<file path="src/rtl/jts16b_snd_romarb.sv">
// Sound-ROM arbiter for the S16B sound board.
// Shares one SDRAM port between Z80 fetches and uPD7759 sample fetches.
// Each requester keeps a one-entry cache, so a held address reads with no
// new access. Ties are broken round-robin, and a watchdog aborts any access
// whose rom_ok never arrives.
module jts16b_snd_romarb #(
    parameter int          PCM_AW   = 17,
    parameter logic [18:0] PCM_BASE = 19'h20000,
    parameter logic [7:0]  TOUT     = 8'd200
) (
    input  logic              clk,
    input  logic              rst,
    input  logic              cpu_cs,
    input  logic [18:0]       cpu_addr,
    output logic [7:0]        cpu_data,
    output logic              cpu_ok,
    input  logic              pcm_cs,
    input  logic [PCM_AW-1:0] pcm_addr,
    output logic [7:0]        pcm_data,
    output logic              pcm_ok,
    output logic              rom_cs,
    output logic [18:0]       rom_addr,
    input  logic [7:0]        rom_data,
    input  logic              rom_ok,
    output logic              tout
);

    typedef enum logic [1:0] {S_IDLE, S_SETTLE, S_WAIT} state_t;

    // Owner/last encoding: 0 = CPU, 1 = PCM
    localparam logic OWN_CPU = 1'b0;
    localparam logic OWN_PCM = 1'b1;

    state_t            state;
    logic              owner, last;
    logic [18:0]       lat_addr;
    logic [7:0]        wdog;
    logic [18:0]       cpu_tag;
    logic              cpu_vld;
    logic [PCM_AW-1:0] pcm_tag;
    logic              pcm_vld;

    logic        cpu_hit, pcm_hit, cpu_req, pcm_req, grant_pcm;
    logic [18:0] pcm_ext, pcm_rom;
    logic [7:0]  wdog_nx;

    assign cpu_hit = cpu_cs & cpu_vld & (cpu_addr == cpu_tag);
    assign pcm_hit = pcm_cs & pcm_vld & (pcm_addr == pcm_tag);
    assign cpu_ok  = cpu_hit;
    assign pcm_ok  = pcm_hit;
    assign cpu_req = cpu_cs & ~cpu_hit;
    assign pcm_req = pcm_cs & ~pcm_hit;

    // PCM samples live at an offset inside the sound ROM; the carry wraps
    assign pcm_ext = 19'(pcm_addr);
    assign pcm_rom = PCM_BASE + pcm_ext;

    // PCM wins when alone, or on a tie when the CPU was served last
    assign grant_pcm = pcm_req & (~cpu_req | (last == OWN_CPU));
    assign wdog_nx   = wdog + 8'd1;

    // Arbitration FSM, SDRAM request and cache fills
    always_ff @(posedge clk) begin
        if (rst) begin
            state    <= S_IDLE;
            owner    <= OWN_CPU;
            last     <= OWN_PCM;
            lat_addr <= '0;
            wdog     <= '0;
            rom_cs   <= 1'b0;
            rom_addr <= '0;
            tout     <= 1'b0;
            cpu_tag  <= '0;
            cpu_vld  <= 1'b0;
            cpu_data <= '0;
            pcm_tag  <= '0;
            pcm_vld  <= 1'b0;
            pcm_data <= '0;
        end else begin
            tout <= 1'b0;
            case (state)
                S_IDLE: begin
                    if (cpu_req | pcm_req) begin
                        owner    <= grant_pcm;
                        rom_addr <= grant_pcm ? pcm_rom : cpu_addr;
                        lat_addr <= grant_pcm ? pcm_ext : cpu_addr;
                        rom_cs   <= 1'b1;
                        wdog     <= '0;
                        state    <= S_SETTLE;
                    end
                end
                // rom_ok here may still belong to the previous address
                S_SETTLE: state <= S_WAIT;
                S_WAIT: begin
                    if (rom_ok) begin
                        if (owner == OWN_PCM) begin
                            pcm_data <= rom_data;
                            pcm_tag  <= lat_addr[PCM_AW-1:0];
                            pcm_vld  <= 1'b1;
                        end else begin
                            cpu_data <= rom_data;
                            cpu_tag  <= lat_addr;
                            cpu_vld  <= 1'b1;
                        end
                        rom_cs <= 1'b0;
                        last   <= owner;
                        state  <= S_IDLE;
                    end else begin
                        wdog <= wdog_nx;
                        if (wdog_nx == TOUT) begin
                            rom_cs <= 1'b0;
                            tout   <= 1'b1;
                            state  <= S_IDLE;
                        end
                    end
                end
                default: begin
                    rom_cs <= 1'b0;
                    state  <= S_IDLE;
                end
            endcase
        end
    end

endmodule

</file>
<file path="config.mk">
export PLATFORM = sky130hd
export DESIGN_NAME = jts16b_snd_romarb
export DESIGN_NICKNAME = d
export VERILOG_FILES = /design/src/rtl/jts16b_snd_romarb.sv
export SDC_FILE = /design/constraint.sdc
export NUM_CORES = 1
export LEC_CHECK = 0
export ABC_CLOCK_PERIOD_IN_PS = 2250
export CAP_MARGIN = 25
export CORE_UTILIZATION = 53
export CTS_BUF_LIST = sky130_fd_sc_hd__clkbuf_8
export CTS_CLUSTER_DIAMETER = 30
export DETAILED_ROUTE_END_ITERATION = 6
export PLACE_DENSITY_LB_ADDON = 0.12
export SLEW_MARGIN = 5
export SYNTH_ARGS = -nofsm -noshare
export SYNTH_HDL_FRONTEND = slang
export SYNTH_SLANG_ARGS = --single-unit
</file>
<file path="constraint.sdc">
create_clock -name clk -period 2.25 [get_ports clk]
set_clock_uncertainty 0.1 [all_clocks]
set_input_delay 0.3375 -clock clk [delete_from_list [all_inputs] [get_ports clk]]
set_output_delay 0.3375 -clock clk [all_outputs]
set_load 0.05 [all_outputs]
</file>
[After elaboration in Yosys (flattened, before gate mapping)]
Index checks and enable logic that the tools add are counted.
Widths: inputs -> output; s select.
Storage, ports and cells
  register bits after elaboration: 106
  output and inout bits: 39
  word-level logic and storage cells: 64
Cells by class
  add/sub/neg operators: 2
  equality and inequality tests: 8
  multiplexer cells: 14
  bitwise gates (word level): 16
  reduce and logical (&&, ||, !) cells: 10
Operator list (count)
  $mux 19: 2
  $add 18x17->19 const A: 1
  $eq 19x19->1: 1
  $eq 17x17->1: 1
  $mux 8: 2
  $pmux 8 s2: 1
  $reduce_and 3->1: 4
  $add 8x1->8 const B: 1
  $eq 8x8->1 const B: 1
  $and 1x1->1: 7
  $not 1->1: 7
  $mux 2: 3
  $pmux 2 s3: 1
  $reduce_and 2->1: 3
  $mux 1: 4
  $ne 2x2->1 const B: 2
  $ne 3x3->1 const B: 1
  $pmux 1 s3: 1
  $reduce_or 3->1: 1
  $eq 2x1->1 const B: 1
  $eq 2x2->1 const B: 1
  $logic_not 2->1: 1
  $or 1x1->1: 2
  $reduce_bool 2->1: 1

[Longest topological paths before layout]
Gate-level depths: netlist of run 1.
  word-level depth: 8
  gate-level depth with buffers: 8

[Least setup slack after synthesis of run 1]
OpenSTA, ideal clock, no wires.
  path type: in2out
  from: input port pcm_addr[11]
  to: output port pcm_ok
  arrival: 2.548 ns
  slack: -0.736 ns
  stages: 4
  cell sequence: xor2_1 > nor4b_1 > nand3_1 > nor4b_1
Between the ends
  cells in the longest elaborated chain, start to end: 2
RTL lines
  start, declared: line 18  | input logic [PCM_AW-1:0] pcm_addr,
  $eq 17x17->1: line 48  | assign pcm_hit = pcm_cs & pcm_vld & (pcm_addr == pcm_tag);
  $and 1x1->1: line 48
  end, declared: line 20  | output logic pcm_ok,
Every way passes these cells.

[Worst setup path after layout of run 1]
  from: register cpu_tag[16]
  to: output port cpu_ok
Between the ends
  cells in the longest elaborated chain, start to end: 2
RTL lines
  start, declared: line 38  | logic [18:0] cpu_tag;
  start signal, assigned: line 102  | cpu_tag <= lat_addr;
  $eq 19x19->1: line 47  | assign cpu_hit = cpu_cs & cpu_vld & (cpu_addr == cpu_tag);
  $and 1x1->1: line 47
  end, declared: line 16  | output logic cpu_ok,
Every way passes these cells.

==> results of run 1 <==
==> final cells by class <==
class / count / area [um2]
Inverter: 3 / 11.3
Timing Repair Buffer: 136 / 1240
Clock buffer: 10 / 138
Tap cell: 99 / 124
Multi-Input combinational cell: 378 / 2300
Clock inverter: 6 / 91.3
Fill cell: 548 / 1730
Sequential cell: 88 / 1770
==> layout by cell type (no fill, tap or decap), types with 13 or more instances in the layout <==
| cell type | n |
|---|---|
| a21oi_1 | 64 |
| buf_4 | 48 |
| a311oi_1 | 16 |
| nand2_1 | 116 |
| dfxtp_1 | 80 |
| nand3_1 | 27 |
| xnor2_1 | 13 |
| nor3_1 | 25 |
| dlygate4sd2_1 | 20 |
| clkdlybuf4s50_1 | 63 |
| nor2_1 | 13 |
==> flip-flops by register name, indices dropped and copies added, names as in the netlist <==
name / cells
owner: 1
cpu_tag: 19
state: 2
cpu_vld: 1
tout: 1
wdog: 8
pcm_data: 8
rom_addr: 19
last: 1
lat_addr: 1
pcm_tag: 17
rom_cs: 1
pcm_vld: 1
cpu_data: 8
==> final timing paths <==
check | from | end | slack (ps) | depth (start not counted)
setup / recovery | cpu_tag[16]$_SDFFE_PP0P_ | cpu_ok | -10 | 5
hold / removal | rst | wdog[4]$_SDFFE_PP0P_ | 220 | 3
setup reg to reg | cpu_tag[16]$_SDFFE_PP0P_ | rom_addr[14]$_SDFFE_PP0P_ | 80 | 8
hold reg to reg | cpu_data[1]$_SDFFE_PP0P_ | cpu_data[1]$_SDFFE_PP0P_ | 360 | 2
==> per-stage QoR <==
step	utilization, %	total power (W)	cells	cell area, um2
2_1_floorplan	-	0.00221	518	4170
3_3_place_gp	71.0	0.00250	700	5260
3_5_place_dp	71.0	0.00251	700	5260
4_1_cts	76.0	0.00374	720	5630
5_1_grt	76.6	0.00387	720	5680
6_report	76.6	0.00376	720	5680
==> report_power, final <==
part	internal [W]	total, W	switching [W]
combinational	0.000324	0.000820	0.000497
sequential	0.00162	0.00169	0.0000634
clock	0.000659	0.00125	0.000593
==> metal layers <==
metal / vias to the layer above / part of all wire, %
li1: 1990 / -
met1: 1997 / 41
met2: 211 / 48
met3: 25 / 8.6
met4: 0 / 2.1
met5: - / 0
==> critical path: cells and delay by family, from the launching register on <==
family / cells / cell delay, ps
AND/OR/NAND/NOR: 3 / 830
flip-flops: 1 / 330
XOR/XNOR: 1 / 170
buffers and inverters: 1 / 130
==> what timing repair did <==
item | 4_1_cts | 5_1_grt
pin swaps | 12 | 7
gates resized for setup | 45 | 9
hold buffers | 0 | 0
setup endpoints to repair | 2 | 15
setup buffers | 4 | 0
==> logic make-up (layout without fill, tap and decap cells) <==
family	Yosys count	count (layout)
adder cells (fa/ha/maj)	1	1
buffers and inverters	52	155
AND/OR/NAND/NOR	217	217
XOR/XNOR	36	36
AO/OA/AOI/OAI	124	124
flip-flops	88	88
==> synthesized netlist by cell type (all sizes together) <==
cell	instances	area, um2
a211oi	2	15.0
a21boi	1	7.51
a21o	1	8.76
a21oi	64	320
a311oi	17	149
a31o	3	26.3
a31oi	2	18.8
a41oi	2	17.5
and2	3	18.8
and3	1	6.26
and4	1	8.76
and4b	2	20.0
buf	27	193
clkbuf	22	82.6
dfxtp	88	1760
ha	1	12.5
inv	3	11.3
nand2	117	442
nand2b	1	6.26
nand3	27	135
nand4	8	50.1
nand4b	1	8.76
nor2	15	63.8
nor2b	1	6.26
nor3	28	151
nor4	1	6.26
nor4b	5	50.0
o2111ai	2	17.5
o21a	4	30.0
o21ai	23	123
o221a	2	22.5
o31a	1	8.76
or2	3	18.8
or3	1	6.26
or4	2	18.8
xnor2	23	201
xor2	13	114
==> reports/qor.txt, run 1 <==
outcome = finished, violations left
failing checks = negative setup slack
vias in the first global route = 4,012
compound-gate portion of the synthesized area = 18.4%
Worst-Margin Slew = 637 ps
main combinational cell family by area after synthesis = simple AND/OR/NAND/NOR gates
clk buf depth = 2
period utilisation layout = 101%
unrepaired setup endpoints after global routing = true
pins over their slew limit = 0
IO Port Bufs = 87
ant diodes = 0
number of max-cap violations = 0
Site Rows = 31
initial antenna violation count = 0
setup TNS = -14.6 ps
Setup-failing EPs final = 1
starting density of the core = 56.1%
CP max-delay cell = or4_4
root buffer cell = clkbuf_8
met3 usage = 5.81%
grt total ovfl = 0
via count = 4,223
Pwr per Cell Area = 662 mW/mm2
CTS tree = done
Post-Route WL = 12.4 mm
largest net degree at the start of global routing = 46
mux cell area share after synthesis = 0%
DP Worst Slack = -346 ps
io pins = 88
Synth Warn # = 0
Setup CP Type = reg -> out
GR Util met2 = 48.4%
Tmin final = 2260 ps
core area = 0.00741 mm2
worst hold slack = 220 ps
sequential share of the synthesized area = 42.4%
slowest stage delay, CP = 540 ps
Die Wd = 90.6 um
Skew-Pair Late Insertion Delay = 370 ps
Die Area = 0.00820 mm2
Total GRT Usage = 30.1%
Max VDD drop = 0.399 mV
initial drt markers = 334
Leak Pwr = 1.99 nW
CP Data Arrival Time = 1830 ps
layout cell share with drive strength beyond 1 = 18.7%
synthesized flop and latch total = 88
Hold Violations, Final = 0
DR pass1 iterations = 4
f_max = 442 MHz
Clock Sink Count = 88
DP Wirelength = 8.39 mm
Simple-Gate Fraction of Synth Area = 24.5%
area share of xor/xnor cells in the synthesized design = 7.58%
Cells after Synth = 518
post-synthesis net count = 568
post-DR wirelength/cell = 17.2 um
Slew Limit Headroom = 57.5%
met1 track demand over resource = 38.7%
routability-driven placement congestion ratio = 0.860
Req. time, crit path = 1810 ps
nets@finish = 666
Avg Cell Area, Syn = 8.03 um2
routed vias/inst = 5.87
final worst-path setup slack = -14.6 ps
Synth Area in Adders = 0.301%
Synth cell types = 49
DRC violations left = 0
mapped cell area = 0.00416 mm2
Max FO, Critical Path = 2
Setup crit start kind = flop
Critical Path Sink Type = output pin
crit-path cells = xor2_1 > or4_4 > nor2_4 > and2_4 > buf_12
Clock transition at path regs = 90 ps
antenna-violating nets left = 0
gr busiest metal = met2
H-tree depth = 3
number of buffers created by CTS = 9
Hold Crit Class = in -> reg
first-pass GRT wire length = 19.4 mm
synth-to-layout area growth = 36.5%
Vert. Die Dim = 90.6 um
(Power assumes the default switching activity.)
==> run 2, diff against run 1 <==
Settings changed: HOLD_SLACK_MARGIN from default to 0.05.
==> results of run 2 <==
Final layout, timing and power as in run 1 (identical DEF).
==> run 3, diff against run 2 <==
Settings changed: ABC_AREA from default to 1, CAP_MARGIN 25 to 20, CORE_UTILIZATION 53 to 54, GPL_TIMING_DRIVEN from default to 0.
==> run 3 against run 2 <==
Effect of this change:
- the flow now finishes without violations
- sequential power increased by 2%
- largest cell class unchanged
- first-iteration DRC count increased by 9.9%
- maximum frequency grew 2.7%
- area after synthesis up 11%
- clock power shrank 8%
- sequential share of layout area shrank 1.2 points
- critical path depth is 3 higher
==> reports/qor.txt, run 3 <==
IO Port Bufs = 86 (was 87)
post-synthesis net count = 767 (was 568)
largest cells by area after synthesis = dfxtp_1 38%, nand2_1 12%, nor2_1 10% (was dfxtp_1 42%, nand2_1 10%, a21oi_1 7.7%)
cts hold-fix bufs = 0 (unchanged)
EDFF count, synth = 0 (unchanged)
most frequent cell after synthesis = nand2_1 (unchanged)
DP Wirelength = 10.1 mm (was 8.39 mm)
Max FO, Critical Path = 2 (unchanged)
commonest non-fill, non-tap cells in the layout = 138 x nand2_1, 127 x nor2_1, 93 x inv_1, 78 x dfxtp_1, 61 x clkdlybuf4s50_1 (was 116 x nand2_1, 80 x dfxtp_1, 64 x a21oi_1, 63 x clkdlybuf4s50_1, 48 x buf_4)
DR pass1 iterations = 5 (was 4)
core area = 0.00826 mm2 (was 0.00741 mm2)
Synth cell types = 34 (was 49)
asr flop ratio synth = 0% (unchanged)
Setup CP Type = in -> out (was reg -> out)
Multi-input gate area = 0.00226 mm2 (was 0.00230 mm2)
number of max-cap violations = 0 (unchanged)
root buffer cell = clkbuf_8 (unchanged)
f_max = 453 MHz (was 442 MHz)
Skew-Pair Late Insertion Delay = 370 ps (about the same)
Site Rows = 33 (was 31)
number of buffers created by CTS = 9 (unchanged)
Core Util, Final = 71.7% (was 76.6%)
Avg Cell Area, Syn = 6.47 um2 (was 8.03 um2)
crit-path cells = clkdlybuf4s50_1 > inv_2 > nand2_2 > nand3_1 > nor3_2 > nand3_1 > nor4b_2 > buf_4 (was xor2_1 > or4_4 > nor2_4 > and2_4 > buf_12)
delay-heaviest family, CP = buffers and inverters (was simple AND/OR/NAND/NOR gates)
most common cell after layout, fill and taps aside = nand2_1 (unchanged)
Primary FF master, synth = dfxtp_1 (unchanged)
clk buf depth = 2 (unchanged)
Critical Path Sink Type = output pin (unchanged)
Setup crit start kind = input port (was flop)
Vert. Die Dim = 94.7 um (was 90.6 um)
first-pass GRT wire length = 21.6 mm (was 19.4 mm)
outcome = finished clean (was finished, violations left)
number of fill cells = 726 (was 548)
via count = 4,959 (was 4,223)
routed vias/inst = 5.36 (was 5.87)
initial antenna violation count = 0 (unchanged)
initial drt markers = 367 (was 334)
Die Area = 0.00896 mm2 (was 0.00820 mm2)
routability-driven placement congestion ratio = 0.956 (was 0.860)
Synth Warn # = 0 (unchanged)
Tmin final = 2210 ps (was 2260 ps)
Slew Limit Headroom = 59.7% (was 57.5%)
Max VDD drop = 0.509 mV (was 0.399 mV)
Req. time, crit path = 1810 ps (about the same)
Setup-failing EPs final = 0 (was 1)
Largest regs = cpu_tag: 19 flops, rom_addr: 19 flops, pcm_tag: 17 flops (unchanged)
Cells after Synth = 717 (was 518)
top-area cell type share of the netlist area = 38.0% (was 42.4%)
CP max-delay cell = clkdlybuf4s50_1 (was or4_4)
period utilisation layout = 98.0% (was 101%)
nets@finish = 866 (was 666)
post-DR wirelength/cell = 14.5 um (was 17.2 um)
vias in the first global route = 4,736 (was 4,012)
register area = 0.00177 mm2 (about the same)
unrepaired setup endpoints after global routing = true (unchanged)
CP Data Arrival Time = 1770 ps (was 1830 ps)
grt total ovfl = 0 (unchanged)
starting density of the core = 56.1% (about the same)
Post-Route WL = 13.5 mm (was 12.4 mm)
Finished Layout Cells = 926 (was 720)
placed insts = 908 (was 700)
largest area contributor in the netlist = dfxtp_1 (unchanged)
synth-to-layout area growth = 27.6% (was 36.5%)
Worst-Margin Slew = 604 ps (was 637 ps)
Die Wd = 94.7 um (was 90.6 um)
pins over their slew limit = 0 (unchanged)
slowest stage delay, CP = 510 ps (was 540 ps)
sequential share of the synthesized area = 38.0% (was 42.4%)
largest net degree at the start of global routing = 17 (was 46)
antenna-violating nets left = 0 (unchanged)
Hold Violations, Final = 0 (unchanged)
WP buf/inv = 3 (was 1)
Hold Crit Class = in -> reg (unchanged)
Clock Sink Count = 88 (unchanged)
synthesized flop and latch total = 88 (unchanged)
most frequent CP cell = nand3_1
CTS tree = done (unchanged)
Clock transition at path regs = 90 ps (about the same)
ant diodes = 0 (unchanged)
Synth top cells by count = 143 x nand2_1, 127 x nor2_1, 97 x inv_1 (was 116 x nand2_1, 88 x dfxtp_1, 64 x a21oi_1)
mapped cell area = 0.00464 mm2 (was 0.00416 mm2)
DRC violations left = 0 (unchanged)
layout cell share with drive strength beyond 1 = 11.4% (was 18.7%)
Pwr per Cell Area = 649 mW/mm2 (was 662 mW/mm2)
Total GRT Usage = 31.4% (was 30.1%)
H-tree depth = 3 (unchanged)
Leak Pwr = 2.72 nW (was 1.99 nW)
io pins = 88 (unchanged)
[run 3: changes by cell type in the layout (fill, tap and decap cells not counted), moves of 15 or more]
| cell | previous run | this run |
|---|---|---|
| buf_4 | 48 | 23 |
| nor3_1 | 25 | 4 |
| nor2_1 | 13 | 127 |
| nand2_1 | 116 | 138 |
| inv_1 | 3 | 93 |
| o21ai_0 | 9 | 60 |
| clkbuf_1 | 0 | 18 |
| a311oi_1 | 16 | 0 |
| a21oi_1 | 64 | 49 |
[run 3: where the power goes]
group          total [W]  internal (W)  switching, W
Sequential       0.00173       0.00165     0.0000815
Clock            0.00115      0.000526      0.000629
Combinational   0.000955      0.000369      0.000586
Total            0.00384       0.00255       0.00130
[run 3: routing by layer]
metal | up-vias | wire length (um) | track usage, %
met2 | 226 | 6490 | 53.7
met5 | - | 0 | 0
met3 | 30 | 1130 | 8.70
li1 | 2433 | - | -
met4 | 0 | 317 | 11.5
met1 | 2270 | 5540 | 37.4
[run 3: worst register-to-register path: stages, from the launching register on]
cell and delay (ps):
dfxtp_1 360, inv_1 80, nor2_2 210, nand2_1 120
nor2_2 260, clkbuf_1 400, o21ai_0 150, a21oi_1 180
[run 3: final cells by class]
type,count,area share (%)
clock buffers,9,2.09
flip-flops and latches,88,30.0
repair buffers,88,14.6
plain buffers,46,4.86
multi-input cells,478,38.2
inverters,105,6.70
clock inverters,7,1.31
well taps,105,2.22
[run 3: path summary, 6_finish.rpt]
| kind | start | to | slack [ps] | cells past startpoint |
|---|---|---|---|---|
| max | cpu_addr[3] | cpu_ok | 40 | 8 |
| min | cpu_addr[17] | rom_addr[17]$_SDFFE_PP0P_ | 300 | 3 |
| max reg2reg | state[1]$_SDFFE_PP0P_ | cpu_tag[16]$_SDFFE_PP0P_ | 320 | 7 |
| min reg2reg | rom_cs$_SDFFE_PP0P_ | rom_cs$_SDFFE_PP0P_ | 360 | 2 |
[run 3: cell families after synthesis]
kind of cell | after synthesis | synth area share, %
AOI/OAI and AO/OA | 119 | 13.2
buffers and inverters | 151 | 14.8
and+or+nand+nor | 350 | 32.3
DFF | 88 | 38.0
xor gates and xnor gates | 8 | 1.51
adders and majority gates | 1 | 0.270
[run 3: what timing repair did]
item	in CTS	in global routing
setup endpoints to repair	2	3
buffers inserted	1	1
hold endpoints to repair	0	0
gates resized for setup	41	26
pin swaps	6	12
[run 3: through the flow]
step	hold slack [ps]	instance area (um2)	worst slack, ps	TNS [ps]	total power, W
CTS	292	5860	-14.2	-14.2	0.00383
global route	319	5920	-22.1	-22.1	0.00400
global placement	349	5640	-784	-3820	0.00269
floorplan	336	4650	6.71	0	0.00237
finish	296	5920	44.0	0	0.00384
detailed placement	348	5640	-760	-4420	0.00271
==> patch, RTL diff (flow settings as in run 2) <==
Re-encode `state_t` (3 states) as one-hot, 3 bits wide.
--- a/src/rtl/jts16b_snd_romarb.sv
+++ b/src/rtl/jts16b_snd_romarb.sv
@@ -27,3 +27,3 @@
 
-    typedef enum logic [1:0] {S_IDLE, S_SETTLE, S_WAIT} state_t;
+    typedef enum logic [2:0] {S_IDLE = 3'b001, S_SETTLE = 3'b010, S_WAIT = 3'b100} state_t;
 
Function: no difference found for any inputs over 4 cycles, from zero or initial values and one cycle with rst high; so few cycles prove little.
==> patch against run 2 <==
Count of clock-buffer cells in the layout rose by 1. Critical path depth did not move. Synthesized cell count is 2.3% higher. The run still ends with setup timing left. Sequential cell count grew 1. Power grew 5.1%. Design area rose by 5.0%. Global-route usage grew 0.58 points. Area after synthesis grew 3.1%. Critical path type unchanged. Wire length is 6.0% higher. Combinational power up 35%. Worst setup slack better by 0.0018 ns. Sequential power is 5% higher.
==> patch: results (changes against run 2) <==
GRT
  – M3 GR Usage: 6.55% (was 5.81%)
  – Largest net degree at the start of global routing: 35 (was 46)
  – GRT Total Usage: 30.7% (was 30.1%)
  – First-pass GRT wire length: 20100 um (was 19400 um)
  – Vias in the first global route: 4187 (was 4012)
  – M1 GR Usage: 39.5% (was 38.7%)
  – M2 GR Usage: 50.4% (was 48.4%)

Yosys
  – Synth async-reset ratio: 0% (unchanged)
  – Sequential fraction of the synthesis area: 41.6% (was 42.4%)
  – Netlist cell types: 51 (was 49)
  – Post-Syn Instances: 530 (was 518)
  – Synthesized net count: 580 (was 568)
  – Commonest cells in the netlist: 117 x nand2_1, 89 x dfxtp_1, 64 x a21oi_1 (was 116 x nand2_1, 88 x dfxtp_1, 64 x a21oi_1)
  – Top post-synthesis cells by area: dfxtp_1 42%, nand2_1 10%, a21oi_1 7.5% (was dfxtp_1 42%, nand2_1 10%, a21oi_1 7.7%)
  – Post-synth top area share: 41.6% (was 42.4%)

CTS
  – Htree depth: 3 (unchanged)
  – CTS max path bufs: 2 (unchanged)
  – Root Driver: clkbuf_8 (unchanged)

Routing
  – DRT met1 WL: 5440 um (was 5120 um)
  – WL final: 13100 um (was 12400 um)
  – Initial DRC Count: 285 (was 334)
  – Metal2 WL: 6270 um (was 5950 um)
  – Via count: 4426 (was 4223)
  – DR WL/cell: 17.7 um (was 17.2 um)
  – Routed wl met3: 1050 um (was 1070 um)
  – First-pass DRT Iterations: 5 (was 4)

Placed design
  – Dpl hpwl: 8660 um (was 8390 um)
  – Pre-CTS WS: -0.370 ns (was -0.346 ns)
  – Post-DP Area: 5450 um^2 (was 5260 um^2)
  – GPL Wtd Cong: 0.872 (was 0.860)
  – Placed cell count: 720 (was 700)

Timing
  – Setup TNS: -0.0128 ns (was -0.0146 ns)
  – Worst Tran Pin Value: 0.731 ns (was 0.637 ns)
  – WHS: 0.240 ns (was 0.220 ns)
  – Hold Fails Final Rpt: 0 (unchanged)
  – Final setup viols: 1 (unchanged)
  – Setup ws final: -0.0128 ns (was -0.0146 ns)

Critical path
  – Crit-path max FO: 2 (unchanged)
  – Reg-to-Reg End: rom_addr[12] (was rom_addr[14])
  – Worst path slowest cell: dfxtp_2 (was or4_4)
  – R2R Path Start: cpu_tag[5] (was cpu_tag[16])
  – Slowest stage delay, CP: 0.35 ns (was 0.54 ns)
  – Worst r2r path cells: 8 (unchanged)
  – R2r setup slk: 0.03 ns (was 0.08 ns)

Min path
  – Endpoint, Worst Hold: rom_addr[0] (was wdog[4])
  – Hold Startpoint: pcm_addr[0] (was rst)

Run status
  – Status: complete, but fails checks (unchanged)
  – Failing checks: setup timing (unchanged)

Power
  – Switching power: 1.38 mW (was 1.15 mW)
  – Clock network power share: 27.0% (was 33.3%)
  – Worst VDD drop: 621 uV (was 399 uV)
  – Static leakage: 2.13 nW (was 1.99 nW)

Final layout
  – # nets final: 686 (was 666)
  – Fillers: 555 (was 548)
  – Ratio of cells with drive above 1 in the final layout: 21.5% (was 18.7%)
patch: area by class of cell:
| cell class | count | area, um^2 | share of cell area (%) |
|---|---|---|---|
| Timing Repair Buffer | 150 | 1370 | 22.9 |
| Clock buffer | 11 | 151 | 2.54 |
| Clock inverter | 5 | 38.8 | 0.651 |
| Multi-Input combinational cell | 385 | 2480 | 41.7 |
| Inverter | 1 | 3.75 | 0.0630 |
| Tap cell | 102 | 128 | 2.14 |
| Sequential cell | 89 | 1790 | 30.0 |
patch: timing repair:
action	CTS	global route
pin swaps	15	16
hold endpoints to repair	0	0
setup buffers	5	4
setup endpoints to repair	3	25
gates resized for setup	45	31
patch: cells by family (layout without fill, tap and decap cells):
group	after synthesis	after routing	synth area share (%)
AOI/OAI and AO/OA	125	125	18.2
xor gates and xnor gates	37	37	7.74
adders and majority gates	1	1	0.292
buffers and inverters	56	167	7.07
DFF	89	89	41.6
muxes	2	2	0.496
and+or+nand+nor	220	220	24.6
patch: power by group through the flow:
| stage | clock, mW | combinational, mW | sequential, mW |
|---|---|---|---|
| final | 1.07 | 1.11 | 1.77 |
| after global routing | 1.14 | 1.17 | 1.79 |
| after CTS | 1.07 | 1.06 | 1.77 |
| after detailed placement | 0 | 1.05 | 1.80 |
| after global placement | 0 | 1.03 | 1.80 |
| after floorplan | 0 | 0.682 | 1.80 |
patch: worst max-delay path by stage:
stage | startpoint | slack (ns) | to | depth (start not counted)
after global placement | cpu_addr[12] | -0.32 | rom_addr[12] | 7
final | pcm_tag[14] | -0.01 | pcm_ok | 5
after global routing | pcm_addr[2] | -0.07 | rom_addr[13] | 10
after CTS | cpu_tag[17] | 0.009 | cpu_ok | 6
after floorplan | cpu_addr[0] | 0.14 | cpu_ok | 4
after detailed placement | cpu_addr[12] | -0.37 | rom_addr[15] | 7
